<file path="src/rtl/btn_evt_pkg.sv">
// btn_evt_pkg -- shared constants and helpers for the button/switch event block.
//
// Holds the bit-field positions of the read/write register word and the
// sticky-flag update helper used by every flag group.
package btn_evt_pkg;

  localparam int NB = 4;  // number of buttons and of switches

  // Register word layout
  localparam int PRESS_LSB      = 0;
  localparam int REL_LSB        = 4;
  localparam int LP_LSB         = 8;
  localparam int BTN_LSB        = 12;
  localparam int SWI_LSB        = 16;
  localparam int SWC_LSB        = 20;
  localparam int IRQ_EN_BIT     = 31;
  localparam int IRQ_EN_LD_BIT  = 31;
  localparam int IRQ_EN_VAL_BIT = 30;

  // Sticky flag update: clear the masked bits, then OR in new events, so an
  // event arriving in the same cycle as its clear leaves the flag set.
  function automatic logic [NB-1:0] sticky_next(input logic [NB-1:0] cur,
                                                 input logic [NB-1:0] clr,
                                                 input logic [NB-1:0] evt);
    return (cur & ~clr) | evt;
  endfunction

endpackage

</file>
<file path="src/rtl/btn_evt_lp_cnt.sv">
// lp_cnt -- long-press hold counter for one button.
//
// Counts clk cycles while btn is high, clears when btn is low and saturates
// at LP_CYCLES. lp_evt is high for the single cycle whose clock edge moves
// the counter onto LP_CYCLES, so it fires once per press.
//
// Ports:
//   clk, rst  : clock, asynchronous active-high reset
//   en        : counting enable (low until the first cycle after reset)
//   btn       : debounced button level, active-high
//   lp_evt    : long-press event, valid at the next clock edge
module lp_cnt #(
  parameter int LP_CYCLES = 50_000_000,
  parameter int CNT_W     = 26
) (
  input  logic clk,
  input  logic rst,
  input  logic en,
  input  logic btn,
  output logic lp_evt
);

  localparam logic [CNT_W-1:0] LP_MAX = CNT_W'(LP_CYCLES);
  localparam logic [CNT_W-1:0] LP_PRE = CNT_W'(LP_CYCLES - 1);

  logic [CNT_W-1:0] cnt;

  always_ff @(posedge clk or posedge rst) begin
    if (rst) begin
      cnt <= '0;
    end else if (!btn) begin
      cnt <= '0;
    end else if (en && (cnt != LP_MAX)) begin
      cnt <= cnt + 1'b1;
    end
  end

  assign lp_evt = en & btn & (cnt == LP_PRE);

endmodule

</file>
<file path="src/rtl/btn_evt.sv">
// btn_evt -- button/switch edge event register with sticky flags and IRQ.
//
// Detects press/release edges on btn_in and any change on swi_in, latches
// them in write-1-to-clear sticky flags and raises a registered level
// interrupt when enabled. Optional long-press detection is compiled in when
// the macro BTN_EVT_LONGPRESS_EN is defined; otherwise lp_f reads 0.
//
// Bus: ack = stb, zero-wait. A read (stb & ~we) returns
//   {irq_en, 7'b0, swc_f, swi_in, btn_in, lp_f, rel_f, press_f}
// and has no side effects. A write clears flags with data_in[11:0] and
// data_in[23:20], and loads irq_en from data_in[30] when data_in[31] is set.
//
// Ports:
//   clk, rst        : clock, asynchronous active-high reset
//   stb, we         : bus strobe, write enable
//   data_in/out     : 32-bit write/read data
//   ack             : bus acknowledge
//   btn_in, swi_in  : debounced synchronised buttons / switches
//   irq             : level interrupt request
module btn_evt
  import btn_evt_pkg::*;
#(
  parameter int LP_CYCLES = 50_000_000,
  parameter int CNT_W     = 26
) (
  input  logic          clk,
  input  logic          rst,
  input  logic          stb,
  input  logic          we,
  input  logic [31:0]   data_in,
  output logic [31:0]   data_out,
  output logic          ack,
  input  logic [NB-1:0] btn_in,
  input  logic [NB-1:0] swi_in,
  output logic          irq
);

  // primed is low until the first clock after reset; that clock only loads
  // the prev registers so inputs held through reset produce no events.
  logic          primed;
  logic [NB-1:0] prev_btn, prev_swi;
  logic [NB-1:0] press_f, rel_f, lp_f, swc_f;
  logic          irq_en;

  logic          wr;
  logic [NB-1:0] press_evt, rel_evt, swc_evt;
  logic [NB-1:0] press_clr, rel_clr, swc_clr;

  assign wr        = stb & we;
  assign press_evt = primed ? (btn_in & ~prev_btn) : '0;
  assign rel_evt   = primed ? (~btn_in & prev_btn) : '0;
  assign swc_evt   = primed ? (swi_in ^ prev_swi)  : '0;
  assign press_clr = wr ? data_in[PRESS_LSB +: NB] : '0;
  assign rel_clr   = wr ? data_in[REL_LSB +: NB]   : '0;
  assign swc_clr   = wr ? data_in[SWC_LSB +: NB]   : '0;

  always_ff @(posedge clk or posedge rst) begin
    if (rst) begin
      primed   <= 1'b0;
      prev_btn <= '0;
      prev_swi <= '0;
      press_f  <= '0;
      rel_f    <= '0;
      swc_f    <= '0;
      irq_en   <= 1'b0;
      irq      <= 1'b0;
    end else begin
      primed   <= 1'b1;
      prev_btn <= btn_in;
      prev_swi <= swi_in;
      press_f  <= sticky_next(press_f, press_clr, press_evt);
      rel_f    <= sticky_next(rel_f, rel_clr, rel_evt);
      swc_f    <= sticky_next(swc_f, swc_clr, swc_evt);
      if (wr && data_in[IRQ_EN_LD_BIT]) begin
        irq_en <= data_in[IRQ_EN_VAL_BIT];
      end
      irq      <= irq_en & (|{press_f, rel_f, lp_f, swc_f});
    end
  end

  logic unused_bits;

`ifdef BTN_EVT_LONGPRESS_EN
  logic [NB-1:0] lp_evt;
  logic [NB-1:0] lp_clr;

  assign lp_clr = wr ? data_in[LP_LSB +: NB] : '0;

  for (genvar i = 0; i < NB; i++) begin : g_lp
    lp_cnt #(
      .LP_CYCLES (LP_CYCLES),
      .CNT_W     (CNT_W)
    ) u_lp_cnt (
      .clk    (clk),
      .rst    (rst),
      .en     (primed),
      .btn    (btn_in[i]),
      .lp_evt (lp_evt[i])
    );
  end

  always_ff @(posedge clk or posedge rst) begin
    if (rst) begin
      lp_f <= '0;
    end else begin
      lp_f <= sticky_next(lp_f, lp_clr, lp_evt);
    end
  end

  assign unused_bits = ^{data_in[29:24], data_in[19:12]};
`else
  assign lp_f = '0;

  assign unused_bits = ^{data_in[29:24], data_in[19:12], data_in[11:8],
                         LP_CYCLES[0], CNT_W[0]};
`endif

  assign ack = stb;

  always_comb begin
    data_out = '0;
    if (stb && !we && !rst) begin
      data_out[PRESS_LSB +: NB] = press_f;
      data_out[REL_LSB +: NB]   = rel_f;
      data_out[LP_LSB +: NB]    = lp_f;
      data_out[BTN_LSB +: NB]   = btn_in;
      data_out[SWI_LSB +: NB]   = swi_in;
      data_out[SWC_LSB +: NB]   = swc_f;
      data_out[IRQ_EN_BIT]      = irq_en;
    end
  end

endmodule

</file>
<file path="config.mk">
export PLATFORM = sky130hd
export DESIGN_NAME = btn_evt
export DESIGN_NICKNAME = d
export VERILOG_FILES = /design/src/rtl/btn_evt_pkg.sv /design/src/rtl/btn_evt_lp_cnt.sv /design/src/rtl/btn_evt.sv
export SDC_FILE = /design/constraint.sdc
export NUM_CORES = 1
export LEC_CHECK = 0
export CAP_MARGIN = 20
export CORE_UTILIZATION = 36
export CTS_BUF_LIST = sky130_fd_sc_hd__clkbuf_4 sky130_fd_sc_hd__clkbuf_8
export CTS_CLUSTER_DIAMETER = 100
export DETAILED_ROUTE_END_ITERATION = 8
export PLACE_DENSITY = 0.93
export SLEW_MARGIN = 25
export SYNTH_ARGS = -nofsm -noshare
export SYNTH_HDL_FRONTEND = slang
export SYNTH_SLANG_ARGS = --single-unit
export TNS_END_PERCENT = 10
</file>
<file path="constraint.sdc">
create_clock -name clk -period 1.6 [get_ports clk]
set_input_delay 0.48 -clock clk [delete_from_list [all_inputs] [get_ports clk]]
set_output_delay 0.48 -clock clk [all_outputs]
set_load 0.02 [all_outputs]
</file>
==> flow_results.org <==
** Synthesis
- After synthesis, the largest family of logic cells by area is simple AND/OR/NAND/NOR gates.
- Area fraction in and, or, nand and nor cells after synthesis :: 22.9%
- Synthesized area per cell :: 10.4 sq um
- Number of standard cells after synthesis :: 108
- Number of distinct library cells after synthesis :: 15
- Summing the areas of all compound-gate instances in the mapped netlist gives 9.91% of the synthesized area.
- Register bit count reported by yosys :: 23
- Area of the mapped netlist :: 1120 sq um
- Of the synthesized area, sequential elements account for 51.2%.
- After Yosys synthesis, XOR and XNOR cells account for 3.12% of the synthesized area.
- Number of warnings issued by yosys :: 0
- Area share of fa/ha/maj cells after synthesis :: 0%
- Multiplexer share of the synthesized area :: 1.00%

** Floorplan
- X dimension of the die :: 57.9 um
- Area of the die :: 3350 sq um
- Die Ht :: 57.9 um
- In this run the count of I/O pins placed on the die edge is 78.
- Area of the placeable core :: 2850 sq um
- Starting utilization of the core area :: 39.4%
- The floorplan has 19 rows.

** Global routing
- Via count of the first global-routing pass :: 1046
- Residual overflow from global routing :: 0
- The first global-routing pass estimated 4850 um of wire.
- Overall global routing resource usage :: 18.6%
- The initial antenna violation count is 0.
- Maximum number of pins on one net before global-route repair :: 24

** Timing
- Final setup viols :: 21
- Slew Limit Fails :: 0
- Endpoints failing hold :: 0
- RSZ-0062 raised after global routing :: yes
- Of the available clock period, the critical path in the final layout requires 112%.
- Clock skew on the completed layout was measured at 1.01 ps.
- Max Clock Freq :: 559 MHz
- Smallest setup slack after layout :: -188 ps
- Across all hold checks on the routed design, the worst slack comes to 200 ps.
- Post-layout min period :: 1790 ps

** Setup path
- Crit path required time :: 1120 ps
- Of all nets on the critical path, the largest fanout is 5.
- Number of cells on the worst reg-to-reg path :: 3
- By startpoint and endpoint, the worst setup path is classified as primary input to output port.
- Highest-delay cell along the critical path :: sky130_fd_sc_hd__nor3b_4
- CP peak stage delay :: 230 ps
- Critical R2R Launch :: rel_f[3]
- Arrival time of data at the critical path endpoint :: 1310 ps
- The worst setup path is captured at an output port.
- The setup check on the worst reg-to-reg path leaves a slack of 490 ps.
- Walking the worst path, the cells encountered are buf_6, nor3b_4, buf_6, buf_6, and2_4, buf_6.
- Startpoint Class :: primary input
- By instance count, the cell type seen most on the critical path is sky130_fd_sc_hd__buf_6.
- In this run the critical register-to-register path is captured at irq.

** Routing
- For this run, design rule violations remaining after detail routing come to 3.
- 1st-pass router iterations :: 6
- Antenna-violating nets left :: 0
- Iter 0 DRT Violations :: 14
- The routed design has 2860 um of wire.
- Mean routed wirelength per cell :: 13.7 um
- Summing over every cut layer, the via total after detailed routing is 1008.
- Ratio of routed vias to standard cells :: 4.82

** Finish
- Antenna diode count :: 0
- Final Cell Area :: 1870 sq um
- In the final layout, the multi-input gates occupy 514 sq um.
- Area grow syn2layout :: 66.5%
- After the last flow step, the layout net total stands at 223.
- Registers take 576 sq um.
- Util after Layout :: 65.6%
- Filler cells :: 214
- The post-route netlist has 41.6% of its cells at a drive strength greater than 1.

** CTS
- After clock tree synthesis, the clock-pin slew on the worst setup and hold paths is 120 ps.
- TritonCTS built the clock tree.
- Counting the buffers created by CTS gives 3.
- The longest clock path from root to sink contains 2 buffers.
- CTS built an H-tree with a depth of 1.
- For the worst-skew pair, the clock arrives at the later sink with an insertion delay of 300 ps.
- Root buffer cell :: sky130_fd_sc_hd__clkbuf_4
- Clock net sink count :: 23

** Outcome
- The final reports fail on design-rule violations, negative setup slack.
- The run finished, with violations left.

** Placement
- Final weighted congestion in routability-driven placement :: 0.756
- Buffers on Ports :: 48
- Placed standard-cell area :: 1720 sq um
- Final HPWL DP :: 2050 um

** Power
- Power density normalized to cell area :: 735 nW/um^2
- IR analysis of the VDD net gives a maximum drop of 379 uV.
- Static Leak :: 0.879 nW

** Hold path
- The path class of the tightest hold or removal check is primary input to async pin.

** Flow run
- The tool flagged a number of max-cap violations equal to 0.
-- through the flow --
step,instances,setup WS [ps],setup TNS [ps],power [mW]
final,209,-188,-3680,1.38
after CTS,209,-171,-3400,1.38
after floorplan,118,52.1,0,0.875
after global placement,201,-920,-20040,1.06
after detailed placement,201,-952,-20620,1.07
after global routing,209,-219,-4250,1.44
-- critical path: cells and delay by family --
kind,cells,cell delay [ps]
and+or+nand+nor,2,370
buffers and inverters,4,460
-- report_power, final --
group          internal (mW)  leakage, nW  switching, mW  total, mW
combinational          0.229        0.598          0.172      0.401
clock                  0.114       0.0184          0.163      0.277
sequential             0.648        0.263         0.0484      0.697
-- cells in the final DEF, fill, tap and decap left out --
cell type / Yosys / routed
sky130_fd_sc_hd__buf_4: 13 / 20
sky130_fd_sc_hd__nor3b_4: 0 / 1
sky130_fd_sc_hd__buf_6: 0 / 28
sky130_fd_sc_hd__o2bb2ai_1: 8 / 8
sky130_fd_sc_hd__nand2_1: 8 / 8
sky130_fd_sc_hd__a31oi_1: 1 / 1
sky130_fd_sc_hd__clkbuf_2: 0 / 1
sky130_fd_sc_hd__a22o_1: 4 / 4
sky130_fd_sc_hd__clkdlybuf4s50_1: 0 / 22
sky130_fd_sc_hd__nand3_1: 13 / 13
sky130_fd_sc_hd__xor2_1: 4 / 4
sky130_fd_sc_hd__nor4_1: 3 / 3
sky130_fd_sc_hd__and2_4: 0 / 19
sky130_fd_sc_hd__dfrtp_1: 23 / 23
sky130_fd_sc_hd__inv_1: 2 / 2
sky130_fd_sc_hd__dlygate4sd2_1: 0 / 1
sky130_fd_sc_hd__mux2_1: 1 / 1
sky130_fd_sc_hd__buf_2: 4 / 1
sky130_fd_sc_hd__conb_1: 2 / 12
sky130_fd_sc_hd__clkbuf_4: 0 / 4
sky130_fd_sc_hd__and2_1: 21 / 2
-- cell type report --
| type | instances | area share, % |
|---|---|---|
| timing repair buffer | 73 | 37.7 |
| sequential | 23 | 30.8 |
| multi-input combinational | 76 | 27.5 |
| tap | 31 | 2.07 |
| clock buffer | 4 | 1.61 |
| inverter | 2 | 0.401 |
-- per-layer routing --
metal | part of all wire, % | track usage (%) | routed length [um] | vias to the layer above
met5 | 0 | 0 | 0 | -
met4 | 0.42 | 3.06 | 12 | 0
met3 | 6.6 | 2.90 | 190 | 2
met2 | 53 | 34.2 | 1510 | 45
met1 | 40 | 23.4 | 1140 | 480
li1 | - | - | - | 481
-- registers in the layout, summed over array words and instances (netlist names) --
| register | count |
|---|---|
| irq | 1 |
| irq_en | 1 |
| press_f | 4 |
| prev_btn | 4 |
| prev_swi | 4 |
| primed | 1 |
| rel_f | 4 |
| swc_f | 4 |
-- worst max-delay path by stage --
stage / startpoint / slack [ps] / endpoint
after floorplan: we / 50 / data_out[0]
after global placement: stb / -920 / data_out[31]
after detailed placement: we / -950 / data_out[5]
after CTS: rst / -170 / data_out[3]
after global routing: rst / -220 / data_out[20]
final: rst / -190 / data_out[20]
-- cell families (layout without fill, tap and decap cells) --
kind of cell	count (synthesis)	after routing
DFF	23	23
AOI/OAI and AO/OA	13	13
xor gates and xnor gates	4	4
buffers and inverters	19	79
muxes	1	1
other	2	12
and+or+nand+nor	46	46
-- synth_stat cells, drive strengths merged --
| cell type | count | area share, % |
|---|---|---|
| dfrtp | 23 | 51 |
| and2 | 21 | 12 |
| buf | 17 | 10 |
| nand3 | 13 | 5.8 |
| nand2 | 8 | 2.7 |
| o2bb2ai | 8 | 6.2 |
| a22o | 4 | 3.1 |
| xor2 | 4 | 3.1 |
| nor4 | 3 | 1.7 |
| conb | 2 | 0.67 |
| inv | 2 | 0.67 |
| a31oi | 1 | 0.56 |
| mux2 | 1 | 1.0 |
| nor3b | 1 | 1.1 |
-- what timing repair did --
item,CTS,global route
gates resized for setup,165,8
setup buffers,2,0
cloned,2,0
setup endpoints to repair,23,22
pin swaps,15,2
hold buffers,0,0
Power figures use the tool's default switching activity.
